File: src/rtl/pc_next_unit.sv
// Program-counter unit for the MIPS monocycle datapath: holds the PC and selects the next PC.
// Sources are sequential, branch, J-type and JR targets; misaligned targets are trapped to an error vector.
module pc_next_unit #(
  parameter int          WIDTH        = 32,
  parameter logic [31:0] RESET_VECTOR = 32'h0000_0000,
  parameter logic [31:0] ERROR_VECTOR = 32'h0000_0080,
  parameter int          CNT_WIDTH    = 16
) (
  input  logic                 clock,
  input  logic                 reset_n,
  input  logic                 enable,
  input  logic                 branch_eq,
  input  logic                 branch_ne,
  input  logic                 zero,
  input  logic                 jump,
  input  logic                 jump_reg,
  input  logic [15:0]          imediato,
  input  logic [25:0]          indice,
  input  logic [WIDTH-1:0]     endereco_reg,
  input  logic                 limpa_erro,
  output logic [WIDTH-1:0]     endereco_PC,
  output logic [WIDTH-1:0]     endereco_PC4,
  output logic                 desvio_tomado,
  output logic                 erro_alinhamento,
  output logic [CNT_WIDTH-1:0] contador_desvios
);

  localparam logic [WIDTH-1:0]     RST_PC  = WIDTH'(RESET_VECTOR);
  localparam logic [WIDTH-1:0]     ERR_PC  = WIDTH'(ERROR_VECTOR);
  localparam logic [CNT_WIDTH-1:0] CNT_MAX = '1;

  logic [WIDTH-1:0] pc4;
  logic [WIDTH-1:0] offset;
  logic [WIDTH-1:0] alvo_branch;
  logic [WIDTH-1:0] alvo_jump;
  logic [WIDTH-1:0] next_pc;
  logic             taken;
  logic             misaligned;

  // All sums wrap modulo 2^WIDTH; the carry out is intentionally dropped.
  assign pc4         = endereco_PC + WIDTH'(4);
  assign offset      = {{(WIDTH-18){imediato[15]}}, imediato, 2'b00};
  assign alvo_branch = pc4 + offset;

  generate
    if (WIDTH == 28) begin : g_jump_narrow
      assign alvo_jump = {indice, 2'b00};
    end else begin : g_jump_wide
      assign alvo_jump = {pc4[WIDTH-1:28], indice, 2'b00};
    end
  endgenerate

  assign taken         = (branch_eq & zero) | (branch_ne & ~zero);
  assign desvio_tomado = jump_reg | jump | taken;
  assign endereco_PC4  = pc4;

  // NOTE: every variable assigned in always_comb gets a default first so no latch is inferred.
  always_comb begin
    next_pc = pc4;
    if (jump_reg) begin
      next_pc = endereco_reg;
    end else if (jump) begin
      next_pc = alvo_jump;
    end else if (taken) begin
      next_pc = alvo_branch;
    end
  end

  // Only a JR target can be misaligned; the other targets end in 2'b00 by construction.
  assign misaligned = |next_pc[1:0];

  // NOTE: state registers use non-blocking assignments so all of them update together on the edge.
  always_ff @(posedge clock or negedge reset_n) begin
    if (!reset_n) begin
      endereco_PC <= RST_PC;
    end else if (enable) begin
      endereco_PC <= misaligned ? ERR_PC : next_pc;
    end
  end

  // A new misalignment wins over a simultaneous clear; the clear still works while stalled.
  always_ff @(posedge clock or negedge reset_n) begin
    if (!reset_n) begin
      erro_alinhamento <= 1'b0;
    end else if (enable && misaligned) begin
      erro_alinhamento <= 1'b1;
    end else if (limpa_erro) begin
      erro_alinhamento <= 1'b0;
    end
  end

  always_ff @(posedge clock or negedge reset_n) begin
    if (!reset_n) begin
      contador_desvios <= '0;
    end else if (enable && desvio_tomado && (contador_desvios != CNT_MAX)) begin
      contador_desvios <= contador_desvios + CNT_WIDTH'(1);
    end
  end

endmodule
File: config.mk
export PLATFORM = sky130hd
export DESIGN_NAME = pc_next_unit
export DESIGN_NICKNAME = d
export VERILOG_FILES = /design/src/rtl/pc_next_unit.sv
export SDC_FILE = /design/constraint.sdc
export NUM_CORES = 1
export LEC_CHECK = 0
export CORE_MARGIN = 5
export CORE_UTILIZATION = 48
export DETAILED_ROUTE_END_ITERATION = 8
export GPL_ROUTABILITY_DRIVEN = 0
export PLACE_DENSITY = 0.94
export SYNTH_ARGS = -nofsm -noshare
export SYNTH_HDL_FRONTEND = slang
export SYNTH_SLANG_ARGS = --single-unit
File: constraint.sdc
create_clock -name clock -period 3.8 [get_ports clock]
set_clock_uncertainty 0.05 [all_clocks]
set_input_delay 0.76 -clock clock [delete_from_list [all_inputs] [get_ports clock]]
set_output_delay 0.76 -clock clock [all_outputs]
set_load 0.01 [all_outputs]
-- After elaboration in Yosys (flattened, before gate mapping)
Cells that the tools add are included.
- bits in registers: 49
- bits in writable memories: 0
- memories kept: 0
- logic and storage cells: 24
- output and inout bits: 82
- bits in read-only memories: 0
- bits in latches: 0
- equal/unequal tests: 1
- reduce and logical (&&, ||, !) cells: 5
- muxes and demuxes: 6
- add/subtract/negate cells: 3
- div/mod/pow operators: 0
- shifts and indexed selects: 0
- bitwise operators: 6
- order comparisons: 0
- multipliers: 0
- operators with widths (operator ; count):
    two-way mux 32 bit ; 4
    adder 32 x 3 -> 32 bit, second input constant ; 1
    adder 32 bit ; 1
    adder 16 x 1 -> 16 bit, second input constant ; 1
    inequality test 16 bit, second input constant ; 1
    logical AND 1 bit ; 3
    bitwise OR 1 bit ; 3
    bitwise AND 1 bit ; 2
    two-way mux 1 bit ; 2
    nonzero test 2 bit ; 1
    OR reduction 2 bit ; 1
    inverter 1 bit ; 1

-- Depth between registers and ports, before layout
Gate-level depths: netlist of the first run.
- depth in word-level cells: 9
- gate-level depth with buffers: 16

-- Least setup slack after synthesis of the first run
OpenSTA, ideal clock, no wires.
- kind: register to register
- start point: reg endereco_PC[4]
- end point: reg endereco_PC[29]
- path slack: -10 ps
- clock period less this slack: 3810 ps
- cell stages (with the launch flop): 16
- arrival time: 3639 ps
- buffers on the path: 0
- required time: 3628 ps
- cell sequence: dfrtp_1 -> and4_4 -> and4_4 -> and4_1 -> nand3_1 -> xnor2_1 -> ha_1 -> a21o_1 -> a21o_1 -> a21o_1 -> a21o_1 -> a221o_1 -> a21bo_1 -> a41oi_1 -> mux2i_1 -> nand2_1
- cells in the longest elaborated chain, start to end: 6
- ends and longest elaborated chain (what ; line ; text):
    start, declared ; 21 ; output logic [WIDTH-1:0] endereco_PC,
    start signal, assigned ; 77 ; endereco_PC <= misaligned ? ERR_PC : next_pc;
    adder 32 x 3 -> 32 bit ; 41 ; assign pc4 = endereco_PC + WIDTH'(4);
    net endereco_PC4[22] ; 22 ; output logic [WIDTH-1:0] endereco_PC4,
    adder 32 bit ; 43 ; assign alvo_branch = pc4 + offset;
    two-way mux 32 bit ; 64 ; end else if (taken) begin
    two-way mux 32 bit ; 62 ; end else if (jump) begin
    two-way mux 32 bit ; 60 ; if (jump_reg) begin
    two-way mux 32 bit ; 77 ;
The timed path passes the listed nets, and every way through them passes these cells.
A chain may end at the register's enable or synchronous reset.

-- Worst setup path after layout of the first run
- start point: reg endereco_PC[17]
- end point: reg endereco_PC[28]
- cells in the longest elaborated chain, start to end: 6
- ends and longest elaborated chain (what ; line):
    adder 32 x 3 -> 32 bit * ; 41
    adder 32 bit ; 43
    two-way mux 32 bit ; 64
    two-way mux 32 bit * ; 62
    two-way mux 32 bit * ; 60
    two-way mux 32 bit * ; 77
Mark *: on every way between the ends. The rest lies on a longest branch, timed or not.

==> results of run 1 <==
[cells in the final DEF (no fill, tap or decap), drive strengths merged, types with 31 or more instances in the layout]
cell type and count:
clkdlybuf4s50 162, nand2 63, dfrtp 49, buf 48, a21oi 45, nor2 42, xnor2 42, ha 38
nand3 32, o21ai 31
[critical path: cells and delay by family, from the launching register on]
family	cells	cell delay, ns
adders and majority gates	1	0.30
DFF	1	0.46
AOI/OAI and AO/OA	6	1.20
xor gates and xnor gates	1	0.25
and+or+nand+nor	6	1.53
[cells by family (layout without fill, tap and decap cells)]
kind of cell	after synthesis	count (layout)	share of synthesized area, %
compound gates	189	189	25.55
fa+ha+maj	39	39	9.737
buf+inv	48	239	3.762
flops	49	49	24.10
mux	11	11	2.213
xor+xnor	61	61	10.94
simple gates	225	225	23.70
[power groups by stage]
stage | Sequential, uW | Clock, uW | Combinational [uW]
final | 708 | 374 | 1340
after global routing | 717 | 384 | 1410
after CTS | 696 | 365 | 1230
after detailed placement | 704 | 0 | 1210
after global placement | 699 | 0 | 1170
after floorplan | 725 | 0 | 620
[state kept, by name, summed over array words and instances, names as in the netlist]
signal / count
endereco_PC: 32
contador_desvios: 16
erro_alinhamento: 1
[cell type report]
| type | instances | area (sq um) |
|---|---|---|
| clock inverter | 3 | 28.78 |
| multi-input combinational | 525 | 3882 |
| timing repair buffer | 211 | 1992 |
| tap | 136 | 170.2 |
| inverter | 20 | 75.07 |
| sequential | 49 | 1227 |
| clock buffer | 5 | 68.82 |
| fill | 688 | 2879 |
[repair_timing]
action,CTS,global route
setup buffers,2,11
resized for setup,5,34
endpoints found under the setup margin,4,12
pin swaps,0,13
[stage by stage]
step / util [%] / power [uW] / setup WS [ns]
final: 72.11 / 2421 / -0.1182
after global routing: 72.11 / 2513 / -0.1145
after CTS: 69.75 / 2294 / 0.001219
after detailed placement: 68.32 / 1918 / -0.1905
after global placement: 68.32 / 1865 / 0.04051
after floorplan: - / 1345 / 0.08116
[how the worst max path moves through the flow]
stage	startpoint	end	slack (ns)
after floorplan	endereco_PC[4]	endereco_PC[29]	0.08
after global placement	imediato[0]	endereco_PC[28]	0.04
after detailed placement	imediato[0]	endereco_PC[28]	-0.19
after CTS	endereco_PC[18]	endereco_PC[29]	0.001
after global routing	endereco_PC[7]	endereco_PC[28]	-0.11
final	endereco_PC[17]	endereco_PC[28]	-0.12
[routing by layer]
metal / wire length [um] / share of wire, %
met1: 7365 / 34
met2: 9928 / 46
met3: 2806 / 13
met4: 1622 / 7.5
met5: 0 / 0
==> flow_summary.toml, run 1 <==
[status]
outcome = "complete, but fails checks"
violations = "negative setup slack"

[timing]
worst_hold_slack_ns = 0.4490
fmax_ghz = 0.2552
slew_headroom_pct = 47.72
period_minus_slack_ns = 3.918
setup_viol = 2
fin_crit_sh_pct = 103.1
tns_ns = -0.1317
tightest_slew_ns = 0.7842
finalMaxSlewViolations = 0
hold_viol_final = 0
layout_setup_ws_ns = -0.1182

[die]
die_w_um = 113.0
rows = 37
start_util_pct = 49.29
io_pins = 165
design.core.area_sq_mm = 0.01032
fp.dieH_um = 113.0
die_area_sq_mm = 0.01276

[detailed_routing]
dr_total_vias = 6457
wire_per_inst_um = 22.89
drtIter0Drc = 775
drt-pass1-iter-count = 9
drt.antenna.violating_nets = 0
wl_mm = 21.72
vias_per_cell = 6.804
drc_errors = 0

[placed_design]
hpwl_mm = 15.48
io_buffers = 164
placedCellCount = 928
postPlaceCellArea_sq_mm = 0.007053

[global_routing]
grt_pass1_vias = 6369
grtUsageMet3_pct = 7.754
antenna_found_initial = 0
grt.overflow.total = 0
use_met1_pct = 36.36
busiest_layer = "met2"
grt_pass1_wl_mm = 31.88
track_usage_pct = 30.49
grt_use_met2_pct = 50.00
grt_max_degree = 33

[synthesis]
synthCells = 622
syn_area_sq_mm = 0.005089
synth_edf_count = 0
synth_common_cells = "nand2_1 (63), dfrtp_1 (49), a21oi_1 (45), nor2_1 (40), xnor2_1 (40)"
synth.largest_area_cell = "dfrtp_1"
synth_cell_type_count = 81
async_reset_ff_share_pct = 100.0
ys_ff_latch = 49
yosys.cell_count.top_type = "nand2_1"
synth_area_per_cell_sq_um = 8.181
synth_top_flop_cell = "dfrtp_1"
synth.net_count = 744
yosys-top-cells-area = "dfrtp_1 (24%), ha_1 (9.3%), xnor2_1 (6.9%)"
synth.top_cell.area_share_pct = 24.10
synth-seq-area-share_pct = 24.10
yosys_warnings = 0

[pwr]
pwr-share-comb_pct = 55.3
seqPwrFrac_pct = 29.2
p_per_area_mw_per_mm2 = 325.2
p_leak_uw = 0.003235
ir_worst_vdd_v = 0.0003574
p_int_uw = 1384
p_sw_uw = 1037
sw_frac_of_total_pct = 42.82
p_clk_share_pct = 15.4

[critical_path]
r2r-start = "endereco_PC[17]"
r2r_end = "endereco_PC[28]"
worstRegToRegCells = 14
startpoint_type = "flop"
ff2ff_setup_slack_ns = -0.12
endpoint_kind = "flop"
cp.arrival_ns = 4.09
cpPeakStageDelay_ns = 0.46
crit_path_frequent_cell = "or3_4"
worstPathCellList = "and4_4 > and3_4 > nand3_4 > or3_4 > xnor2_4 > ha_1 > a21o_1 > a21oi_1 > nand2_1 > o21ai_0 > a211oi_4 > or3_4 > a211oi_2 > o2bb2ai_1"
critPathKind = "flop to flop"
cp.required_ns = 3.97
worst_path_max_delay_cell = "dfrtp_1"
cp_max_fo = 4

[final_layout]
drive_gt1_share_pct = 14.64
diodes = 0
instances_no_fill = 949
nets = 934
fin_area_sq_mm = 0.007445
synthToLayoutAreaGrowth_pct = 46.30

[worst_hold_path]
min_path_type = "input port to asynchronous set/reset pin"

[clock_network]
cts_tree = "done"
cts.sinks = 49
clk_latency_ns = 0.33
cts_root_buf = "clkbuf_8"
clockBufferDepth = 2
cts_hold_buf = 0
cts_buffers = 5
worst_setup_hold_path_clk_slew_ns = 0.12
htreeDepth = 2

[job]
max_cap_violations = 0
Power figures use the tool's default switching activity.
==> run 2: changes to the inputs <==
clock period = 4.1 ns   (was 3.8 ns; I/O delays follow)
==> run 2 against run 1 <==
Net effect: the run now ends clean; sequential power shrank 7.2%; total power is 11% lower; utilization down 3.6 points; count of clock-buffer cells in the layout stayed put; combinational power down 16%; global-route usage shrank 2.6 points; via count shrank 8.3%; sequential share of layout area up 0.86 points; setup slack better by 0.26 ns; routed wire length is 13% lower; clock power down 2%; first-iteration DRC count is 27% lower.
==> flow_summary.toml, run 2 (synthesized netlist as in run 1, its figures left out) <==
[critical_path]
critPathKind = "flop to flop"
cp_max_fo = 6
r2r_end = "endereco_PC[28]"
worstRegToRegCells = 16
cp-startpoint = "endereco_PC[5]"
cp.arrival_ns = 4.10
endpoint_kind = "flop"
startpoint_type = "flop"
cpPeakStageDelay_ns = 0.44
critPathCapture = "endereco_PC[28]"
worst_path_max_delay_cell = "dfrtp_1"
worstPathCellList = "and4_4 > and4_4 > and2b_1 > nand3_1 > nor2_1 > xnor2_2 > ha_1 > a21o_1 > a21oi_2 > nand2_1 > a21oi_1 > and3b_1 > a211oi_2 > or3_1 > a211oi_2 > o2bb2ai_1"
r2r-start = "endereco_PC[5]"
ff2ff_setup_slack_ns = 0.14
cp.required_ns = 4.25

[global_routing]
grt.overflow.total = 0
grt_max_degree = 33
track_usage_pct = 27.86
grt_pass1_vias = 5910
grt_pass1_wl_mm = 29.12
antenna_found_initial = 0

[clock_network]
cts_root_buf = "clkbuf_8"
worst_setup_hold_path_clk_slew_ns = 0.10
clk_latency_ns = 0.31
post-cts-setup-buffers = 0
cts_hold_buf = 0
cts_tree = "done"
cts.sinks = 49
htreeDepth = 2
clockBufferDepth = 2
cts-resized-gates = 0
cts_buffers = 5

[detailed_routing]
wire_per_inst_um = 20.50
wl_mm = 18.82
dr.max_layer_used = "met4"
wirelength_met1_mm = 7.015
wl_met3_mm = 2.137
dr_total_vias = 5918
wl_met2_mm = 8.857
drc_errors = 0
drt.antenna.violating_nets = 0
vias_per_cell = 6.447
drtIter0Drc = 568
drt-pass1-iter-count = 6

[final_layout]
layout_common_cells = "clkdlybuf4s50_1 (163), nand2_1 (63), dfrtp_1 (48), a21oi_1 (44), nor2_1 (40)"
synthToLayoutAreaGrowth_pct = 39.05
reg_top3 = "endereco_PC x32, contador_desvios x16, erro_alinhamento x1"
drive_gt1_share_pct = 7.928
largest_register_ffs = 32
mostFrequentLayoutCell = "clkdlybuf4s50_1"
top_register = "endereco_PC"
nets = 903
diodes = 0

[timing]
fmax_ghz = 0.2528
setup_viol = 0
fin_crit_sh_pct = 96.48
hold_viol_final = 0
worst_hold_slack_ns = 0.4548
slew_headroom_pct = 53.97
tightest_slew_ns = 0.6904
finalMaxSlewViolations = 0
period_minus_slack_ns = 3.956

[job]
max_cap_violations = 0

[die]
rows = 37
start_util_pct = 49.29
fp.dieH_um = 113.0
die_w_um = 113.0
design.core.area_sq_mm = 0.01032
die_area_sq_mm = 0.01276
io_pins = 165

[status]
outcome = "completed"

[pwr]
ir_worst_vdd_v = 0.0003597
p_per_area_mw_per_mm2 = 303.0
p_leak_uw = 0.003041
power_uw = 2144

[placed_design]
io_buffers = 164
hpwl_mm = 14.73

[worst_hold_path]
min_path_type = "flop to flop"
## run 2: changes by cell type in the layout (fill, tap and decap cells not counted), sizes merged
cell	before	now
buf	48	17
bufinv	0	1
clkdlybuf4s50	162	163
dlymetal6s2s	1	0
inv	23	22
## run 2: through the flow
| step | TNS, ns | instance area [sq um] | setup slack, ns | cells | util [%] |
|---|---|---|---|---|---|
| 2_1_floorplan | 0 | 5089 | 0.2897 | 622 | - |
| 3_3_place_gp | 0 | 6903 | 0.2254 | 910 | 66.86 |
| 3_5_place_dp | 0 | 6903 | 0.08105 | 910 | 66.86 |
| 4_1_cts | 0 | 7019 | 0.1077 | 918 | 67.99 |
| 5_1_grt | -0.01045 | 7076 | -0.01045 | 918 | 68.54 |
| 6_report | 0 | 7076 | 0.1445 | 918 | 68.54 |
## run 2: metal layers
metal	global-route usage (%)	vias up
met5	0	-
met4	10.98	0
met3	6.791	76
met2	47.31	435
met1	33.95	2774
li1	-	2633
## run 2: cell type report
| cell class | count | area (sq um) |
|---|---|---|
| fill | 764 | 3248 |
| sequential | 49 | 1227 |
| multi-input combinational | 525 | 3730 |
| timing repair buffer | 180 | 1757 |
| tap | 136 | 170.2 |
| clock buffer | 5 | 68.82 |
| inverter | 20 | 75.07 |
| clock inverter | 3 | 47.55 |
## run 2: how the worst min path moves through the flow
stage,start,end,slack [ns],depth (start not counted)
floorplan,reset_n,contador_desvios[0],0.47,0
global placement,contador_desvios[8],contador_desvios[8],0.42,1
detailed placement,contador_desvios[12],contador_desvios[12],0.44,1
CTS,contador_desvios[12],contador_desvios[12],0.45,1
global route,contador_desvios[12],contador_desvios[12],0.47,1
finish,contador_desvios[12],contador_desvios[12],0.45,1
## run 2: worst max-delay path: cells and delay by family, from the launching register on
kind	cells	cell delay [ns]
xor+xnor	1	0.17
flops	1	0.44
simple gates	8	1.85
fa+ha+maj	1	0.29
compound gates	6	1.05
## run 2: power breakdown
group / total (uW) / switching [uW] / internal, uW
combinational: 1120 / 572 / 547
clock: 368 / 182 / 186
sequential: 657 / 106 / 551
total: 2140 / 860 / 1280
==> run 3: changes to the inputs <==
HOLD_SLACK_MARGIN = 0.02   (was not set)
==> results of run 3 <==
The final DEF is identical to that of run 2; final timing and power are the same.
